## config.mk

```make
export PLATFORM = sky130hd
export DESIGN_NAME = bp_fe_fetch_buffer
export DESIGN_NICKNAME = d
export VERILOG_FILES = /design/src/rtl/bp_fe_pkg.sv /design/src/rtl/bp_fe_fetch_fifo.sv /design/src/rtl/bp_fe_fetch_buffer.sv
export SDC_FILE = /design/constraint.sdc
export NUM_CORES = 1
export LEC_CHECK = 0
export BUFFER_PORTS_ARGS = -buffer_cell sky130_fd_sc_hd__buf_2
export CORE_MARGIN = 5
export CORE_UTILIZATION = 50
export CTS_CLUSTER_DIAMETER = 60
export DETAILED_ROUTE_END_ITERATION = 10
export PLACE_DENSITY = 0.71
export SLEW_MARGIN = 40
export SYNTH_ARGS = -nofsm -noshare
export SYNTH_HDL_FRONTEND = slang
export SYNTH_SLANG_ARGS = --single-unit
```

## constraint.sdc

```tcl
create_clock -name clk_i -period 9.65 [get_ports clk_i]
set_clock_uncertainty 0.15 [all_clocks]
set_input_delay 2.4125 -clock clk_i [delete_from_list [all_inputs] [get_ports clk_i]]
set_output_delay 2.4125 -clock clk_i [all_outputs]
set_load 0.02 [all_outputs]
```

## src/rtl/bp_fe_pkg.sv

```systemverilog
// Front-end shared types: fetch-buffer exception codes, response classes,
// and the fetch-buffer entry struct macro.
`define BP_FE_DECLARE_FETCH_BUFFER_ENTRY_S(vaddr_width_mp, instr_width_mp) \
  typedef struct packed {                                                 \
    logic [vaddr_width_mp-1:0]   pc;                                      \
    logic [instr_width_mp-1:0]   instr;                                   \
    bp_fe_pkg::bp_fe_fetch_exc_e exc;                                     \
  } bp_fe_fetch_buffer_entry_s

package bp_fe_pkg;

  typedef enum logic [1:0] {
    e_fetch_exc_none         = 2'd0,
    e_fetch_exc_rsvd         = 2'd1,
    e_fetch_exc_page_fault   = 2'd2,
    e_fetch_exc_access_fault = 2'd3
  } bp_fe_fetch_exc_e;

  typedef enum logic [2:0] {
    e_resp_none,
    e_resp_itlb_miss,
    e_resp_page_fault,
    e_resp_access_fault,
    e_resp_icache_miss
  } bp_fe_resp_class_e;

  // itlb miss outranks faults because the translation itself is not yet valid.
  function automatic bp_fe_resp_class_e bp_fe_classify_resp(
    input logic itlb_miss,
    input logic icache_miss,
    input logic page_fault,
    input logic access_fault
  );
    if (itlb_miss)         return e_resp_itlb_miss;
    else if (page_fault)   return e_resp_page_fault;
    else if (access_fault) return e_resp_access_fault;
    else if (icache_miss)  return e_resp_icache_miss;
    else                   return e_resp_none;
  endfunction

endpackage

```

## src/rtl/bp_fe_fetch_fifo.sv

```systemverilog
// Circular buffer with naturally wrapping pointers and a separate occupancy
// counter; clear_i empties it synchronously and overrides enq/deq.
module bp_fe_fetch_fifo #(
  parameter  int width_p  = 8,
  parameter  int els_p    = 4,
  localparam int ptr_w_lp = $clog2(els_p),
  localparam int cnt_w_lp = ptr_w_lp + 1
) (
  input  logic                clk_i,
  input  logic                reset_n_i,
  input  logic                clear_i,
  input  logic                enq_v_i,
  input  logic [width_p-1:0]  enq_data_i,
  input  logic                deq_yumi_i,
  output logic                deq_v_o,
  output logic [width_p-1:0]  deq_data_o,
  output logic [cnt_w_lp-1:0] count_o
);

  logic [width_p-1:0]  mem_q [els_p];
  logic [ptr_w_lp-1:0] wptr_q, wptr_d, rptr_q, rptr_d;
  logic [cnt_w_lp-1:0] count_q, count_d;
  logic                enq, deq;

  assign enq = enq_v_i & ~clear_i;
  assign deq = deq_yumi_i & ~clear_i;

  always_comb begin
    wptr_d  = wptr_q;
    rptr_d  = rptr_q;
    count_d = count_q;
    if (clear_i) begin
      wptr_d  = '0;
      rptr_d  = '0;
      count_d = '0;
    end else begin
      if (enq) wptr_d = wptr_q + ptr_w_lp'(1);
      if (deq) rptr_d = rptr_q + ptr_w_lp'(1);
      count_d = count_q + cnt_w_lp'(enq) - cnt_w_lp'(deq);
    end
  end

  always_ff @(posedge clk_i or negedge reset_n_i) begin
    if (!reset_n_i) begin
      wptr_q  <= '0;
      rptr_q  <= '0;
      count_q <= '0;
    end else begin
      wptr_q  <= wptr_d;
      rptr_q  <= rptr_d;
      count_q <= count_d;
    end
  end

  always_ff @(posedge clk_i) begin
    if (enq) mem_q[wptr_q] <= enq_data_i;
  end

  assign deq_v_o    = (count_q != '0);
  assign deq_data_o = mem_q[rptr_q];
  assign count_o    = count_q;

  a_no_overflow: assert property (@(posedge clk_i) disable iff (!reset_n_i)
    !(enq && !deq && count_q == cnt_w_lp'(els_p)));
  a_no_underflow: assert property (@(posedge clk_i) disable iff (!reset_n_i)
    !(deq_yumi_i && count_q == '0));

endmodule

```

## src/rtl/bp_fe_fetch_buffer.sv

```systemverilog
// Pairs two-cycle memory-stage responses with their PCs, classifies them into
// replay misses or buffered entries, and grants fetch credits.
module bp_fe_fetch_buffer
  import bp_fe_pkg::*;
#(
  parameter  int vaddr_width_p  = 39,
  parameter  int instr_width_p  = 32,
  parameter  int fifo_els_p     = 4,
  localparam int count_width_lp = $clog2(fifo_els_p) + 1,
  localparam int credit_w_lp    = count_width_lp + 1
) (
  input  logic                      clk_i,
  input  logic                      reset_n_i,
  input  logic                      fetch_v_i,
  input  logic [vaddr_width_p-1:0]  fetch_pc_i,
  output logic                      fetch_ready_o,
  input  logic                      poison_i,
  input  logic                      flush_i,
  input  logic                      resp_v_i,
  input  logic [instr_width_p-1:0]  resp_instr_i,
  input  logic                      resp_itlb_miss_i,
  input  logic                      resp_icache_miss_i,
  input  logic                      resp_page_fault_i,
  input  logic                      resp_access_fault_i,
  output logic                      miss_v_o,
  output logic [vaddr_width_p-1:0]  miss_pc_o,
  output logic                      miss_itlb_o,
  output logic                      deq_v_o,
  output logic [vaddr_width_p-1:0]  deq_pc_o,
  output logic [instr_width_p-1:0]  deq_instr_o,
  output logic [1:0]                deq_exc_o,
  input  logic                      deq_yumi_i,
  output logic [count_width_lp-1:0] count_o
);

  `BP_FE_DECLARE_FETCH_BUFFER_ENTRY_S(vaddr_width_p, instr_width_p);

  logic                      s1_v_q, s1_v_d, s2_v_q, s2_v_d;
  logic [vaddr_width_p-1:0]  s1_pc_q, s1_pc_d, s2_pc_q, s2_pc_d;
  bp_fe_resp_class_e         resp_class;
  logic                      consume, kill, enq_v;
  bp_fe_fetch_buffer_entry_s enq_entry, deq_entry;
  logic [count_width_lp-1:0] fifo_count;
  logic [credit_w_lp-1:0]    credits_used;

  always_comb begin
    resp_class = bp_fe_classify_resp(resp_itlb_miss_i, resp_icache_miss_i,
                                     resp_page_fault_i, resp_access_fault_i);
    consume    = s2_v_q & ~flush_i;
    kill       = consume & (resp_class != e_resp_none);

    s1_v_d  = fetch_v_i;
    s1_pc_d = fetch_pc_i;
    s2_v_d  = s1_v_q & ~poison_i & ~flush_i & ~kill;
    s2_pc_d = s1_pc_q;

    miss_v_o    = consume & ((resp_class == e_resp_itlb_miss) | (resp_class == e_resp_icache_miss));
    miss_itlb_o = (resp_class == e_resp_itlb_miss);
    miss_pc_o   = s2_pc_q;

    enq_v           = consume & ~miss_v_o;
    enq_entry.pc    = s2_pc_q;
    enq_entry.instr = (resp_class == e_resp_none) ? resp_instr_i : '0;
    case (resp_class)
      e_resp_page_fault:   enq_entry.exc = e_fetch_exc_page_fault;
      e_resp_access_fault: enq_entry.exc = e_fetch_exc_access_fault;
      default:             enq_entry.exc = e_fetch_exc_none;
    endcase
  end

  always_ff @(posedge clk_i or negedge reset_n_i) begin
    if (!reset_n_i) begin
      s1_v_q  <= 1'b0;
      s2_v_q  <= 1'b0;
      s1_pc_q <= '0;
      s2_pc_q <= '0;
    end else begin
      s1_v_q  <= s1_v_d;
      s2_v_q  <= s2_v_d;
      s1_pc_q <= s1_pc_d;
      s2_pc_q <= s2_pc_d;
    end
  end

  bp_fe_fetch_fifo #(
    .width_p($bits(bp_fe_fetch_buffer_entry_s)),
    .els_p  (fifo_els_p)
  ) fifo (
    .clk_i     (clk_i),
    .reset_n_i (reset_n_i),
    .clear_i   (flush_i),
    .enq_v_i   (enq_v),
    .enq_data_i(enq_entry),
    .deq_yumi_i(deq_yumi_i),
    .deq_v_o   (deq_v_o),
    .deq_data_o(deq_entry),
    .count_o   (fifo_count)
  );

  // Every in-flight fetch may still land in the buffer, so it holds a slot.
  assign credits_used  = credit_w_lp'(fifo_count) + credit_w_lp'(s1_v_q) + credit_w_lp'(s2_v_q);
  assign fetch_ready_o = (credits_used < credit_w_lp'(fifo_els_p));

  assign deq_pc_o    = deq_entry.pc;
  assign deq_instr_o = deq_entry.instr;
  assign deq_exc_o   = deq_entry.exc;
  assign count_o     = fifo_count;

  a_resp_aligned: assert property (@(posedge clk_i) disable iff (!reset_n_i)
    resp_v_i == s2_v_q);

endmodule

```

==> flow_summary.ini <==
[outcome]
status = completed

[power]
ir_worst_vdd_mv = 0.171
p_clk_share_pct = 40.5
p_comb_share_pct = 7.2
seq_power_share_pct = 52.3
p_int_uw = 2710
powerDensity_nw_per_um2 = 216
switchingPower_uw = 736
p_leak_uw = 0.00583
switching_share_pct = 21.3

[yosys]
async_flop_share_pct = 23.0
syn_inst = 594
syn_nets = 685
synth_top_area_share_pct = 64.4
ys_seq_elements = 379
syn_area_um2 = 13600
avgSynthCellArea_um2 = 22.9
synth.area.top_cells = edfxtp_1, dfrtp_1, mux4_2
yosysSeqAreaShare_pct = 80.3
synth_common_cells = edfxtp_1, dfrtp_1, mux4_2, buf_4, and2_1
yosys.area.top_type = edfxtp_1
synth_ff_type = edfxtp_1
synth_edf_count = 292
yosysWarnings = 0
ys_types = 29
yosysMostFrequentCell = edfxtp_1

[hold_path]
hold_path_class = flop to flop

[setup_path]
r2r_cells = 4
worst-path-buf-inv = 2
criticalPathCategory = input port to primary output
cp_slowest_stage_delay_ns = 0.23
cp_data_required_time_ns = 7.09
arrival_ns = 3.28
crit_chain = buf_2 > nor2_1 > nor2_1 > nor3_1 > buf_2
crit-reg2reg-launch = s2_v_q
critPathSlowestCell = nor2_1
critPathMaxFanout = 5
path_depth = 5
rrSetupSlack_ns = 6.92
rr_endpoint = fifo.mem_q[3][1]
worstSetupStartpointType = input port
crit_end = miss_v_o
critPathLaunch = resp_access_fault_i
endpoint_kind = primary output
cpLargestDelayFamily = simple AND/OR/NAND/NOR gates

[floorplan]
core_um2 = 26900
die_h_um = 175
die_area_um2 = 30700
dieWidth_um = 175
ioPinCount = 201
start_util_pct = 50.7
rows = 60

[detailed_routing]
wirelength_um = 24300
firstDrtPassIters = 4
wl_per_cell_um = 21.1
drc = 0
num_vias = 6118
drt_iter0_drc = 340
viasPerCell = 5.31
final_antenna_net_count = 0

[grt]
grt_use_met1_pct = 21.5
gr-usage-met3_pct = 4.50
grt_max_degree = 66
grt_antenna_before_repair = 1
grt_pass1_vias = 6817
grt_use_met2_pct = 26.8
grt_use_total_pct = 16.0
grt_busiest_layer = met2
grt_overflow = 0
grt_pass1_wl_um = 38600

[finish]
antenna_cells = 0
drive_gt1_share_pct = 42.5
fillers = 1916
stdcell_count = 1153
nets = 874
syn_to_final_growth_pct = 17.1

[placed_design]
gp_congestion = 0.694
place_hpwl_um = 14400
port_buffers = 199
dp_cells = 1084

[clock_network]
numCtsBuffers = 38
path_clk_slew_ns = 0.06
cts_resized = 0
post_cts_buffers = 0
htreeDepth = 2
cts_num_sinks = 379
cts_tree = built
clock_path_buffers = 3
clk_latency_ns = 0.50
cts_hold_buf = 0
ctsRootBufferMaster = clkbuf_16

[timing]
tightest_slew_ns = 0.808
finalSetupViolCount = 0
period_share_pct = 60.6
fmax_ghz = 0.171
hold_violations = 0
slew_headroom_pct = 46.2
rsz0062_at_grt = no
min_period_ns = 5.85
slew_violations = 0
fin_setup_tns_ns = 0
hold_ws_ns = 0.192

[job]
maxCapViolations = 0
## worst min path at each step
stage	start	end	slack [ns]	depth (start not counted)
2_1_floorplan	s1_pc_q[0]	miss_pc_o[0]	0.18	0
3_3_place_gp	s1_pc_q[13]	miss_pc_o[13]	0.18	0
3_5_place_dp	s1_pc_q[15]	miss_pc_o[15]	0.18	0
4_1_cts	s1_pc_q[24]	miss_pc_o[24]	0.20	0
5_1_grt	s1_pc_q[24]	miss_pc_o[24]	0.20	0
6_report	s1_pc_q[31]	miss_pc_o[31]	0.19	0
## layer usage
layer / part of all wire (%) / wire, µm
met5: 0.045 / 11
met1: 41 / 9960
met3: 7.3 / 1760
met4: 1.5 / 363
met2: 50 / 12200
## registers in the layout, summed over array words and instances, names as in the netlist
register      count
fifo.count_o      3
fifo.wptr_q       2
s1_pc_q          39
s1_v_q            1
fifo.mem_q      292
fifo.rptr_q       2
s2_v_q            1
miss_pc_o        39
## cell usage in the layout (no fill, tap or decap), types with 3 or more instances in the layout
cell type,instances
dfrtp_1,85
buf_6,3
nand2_1,3
edfxtp_1,292
clkinv_1,4
nor2_1,11
inv_1,6
and2_1,32
buf_4,4
clkinv_2,3
clkbuf_8,5
buf_12,4
ha_1,8
buf_2,198
mux4_2,73
clkbuf_1,12
clkbuf_16,40
and2_4,4
## cell families (layout without fill, tap and decap cells)
family	count (synthesis)	count (layout)	synth area share (%)
AOI/OAI and AO/OA	4	4	0.285
xor gates and xnor gates	3	3	0.193
adders and majority gates	9	9	0.882
buffers and inverters	66	284	3.44
DFF	379	379	80.3
muxes	75	75	12.2
and+or+nand+nor	58	58	2.62
## cell type report
cell class                      instances  area, µm²  share of cell area [%]
Clock buffer                           57       1110                    6.98
Sequential cell                       379      11000                    68.6
Tap cell                              341        427                    2.67
Timing Repair Buffer                  209       1130                    7.11
Clock inverter                         12       92.6                   0.580
Multi-Input combinational cell        149       2220                    13.9
Inverter                                6       22.5                   0.141
## worst register-to-register path, cell delays in order (launching register included)
cell	delay, ns
dfrtp_1	0.41
nand2b_4	0.08
a211oi_4	0.42
and2_4	0.51
buf_4	0.72
## power groups by stage
stage	Combinational [µW]	Sequential [µW]	Clock, µW
finish	249	1800	1400
global route	270	1810	1500
CTS	256	1800	1430
detailed placement	254	1840	0
global placement	239	1840	0
floorplan	181	1820	0
## metrics by stage
step	setup slack (ns)	instance area (µm²)	power [µW]	utilization, %
3_3_place_gp	3.79	14700	2080	54.6
4_1_cts	3.80	16000	3490	59.4
2_1_floorplan	3.85	13600	2010	-
3_5_place_dp	3.81	14700	2090	54.9
6_report	3.80	16000	3450	59.4
5_1_grt	3.70	16000	3580	59.4
Note: power is estimated with default switching activity, not from simulation.
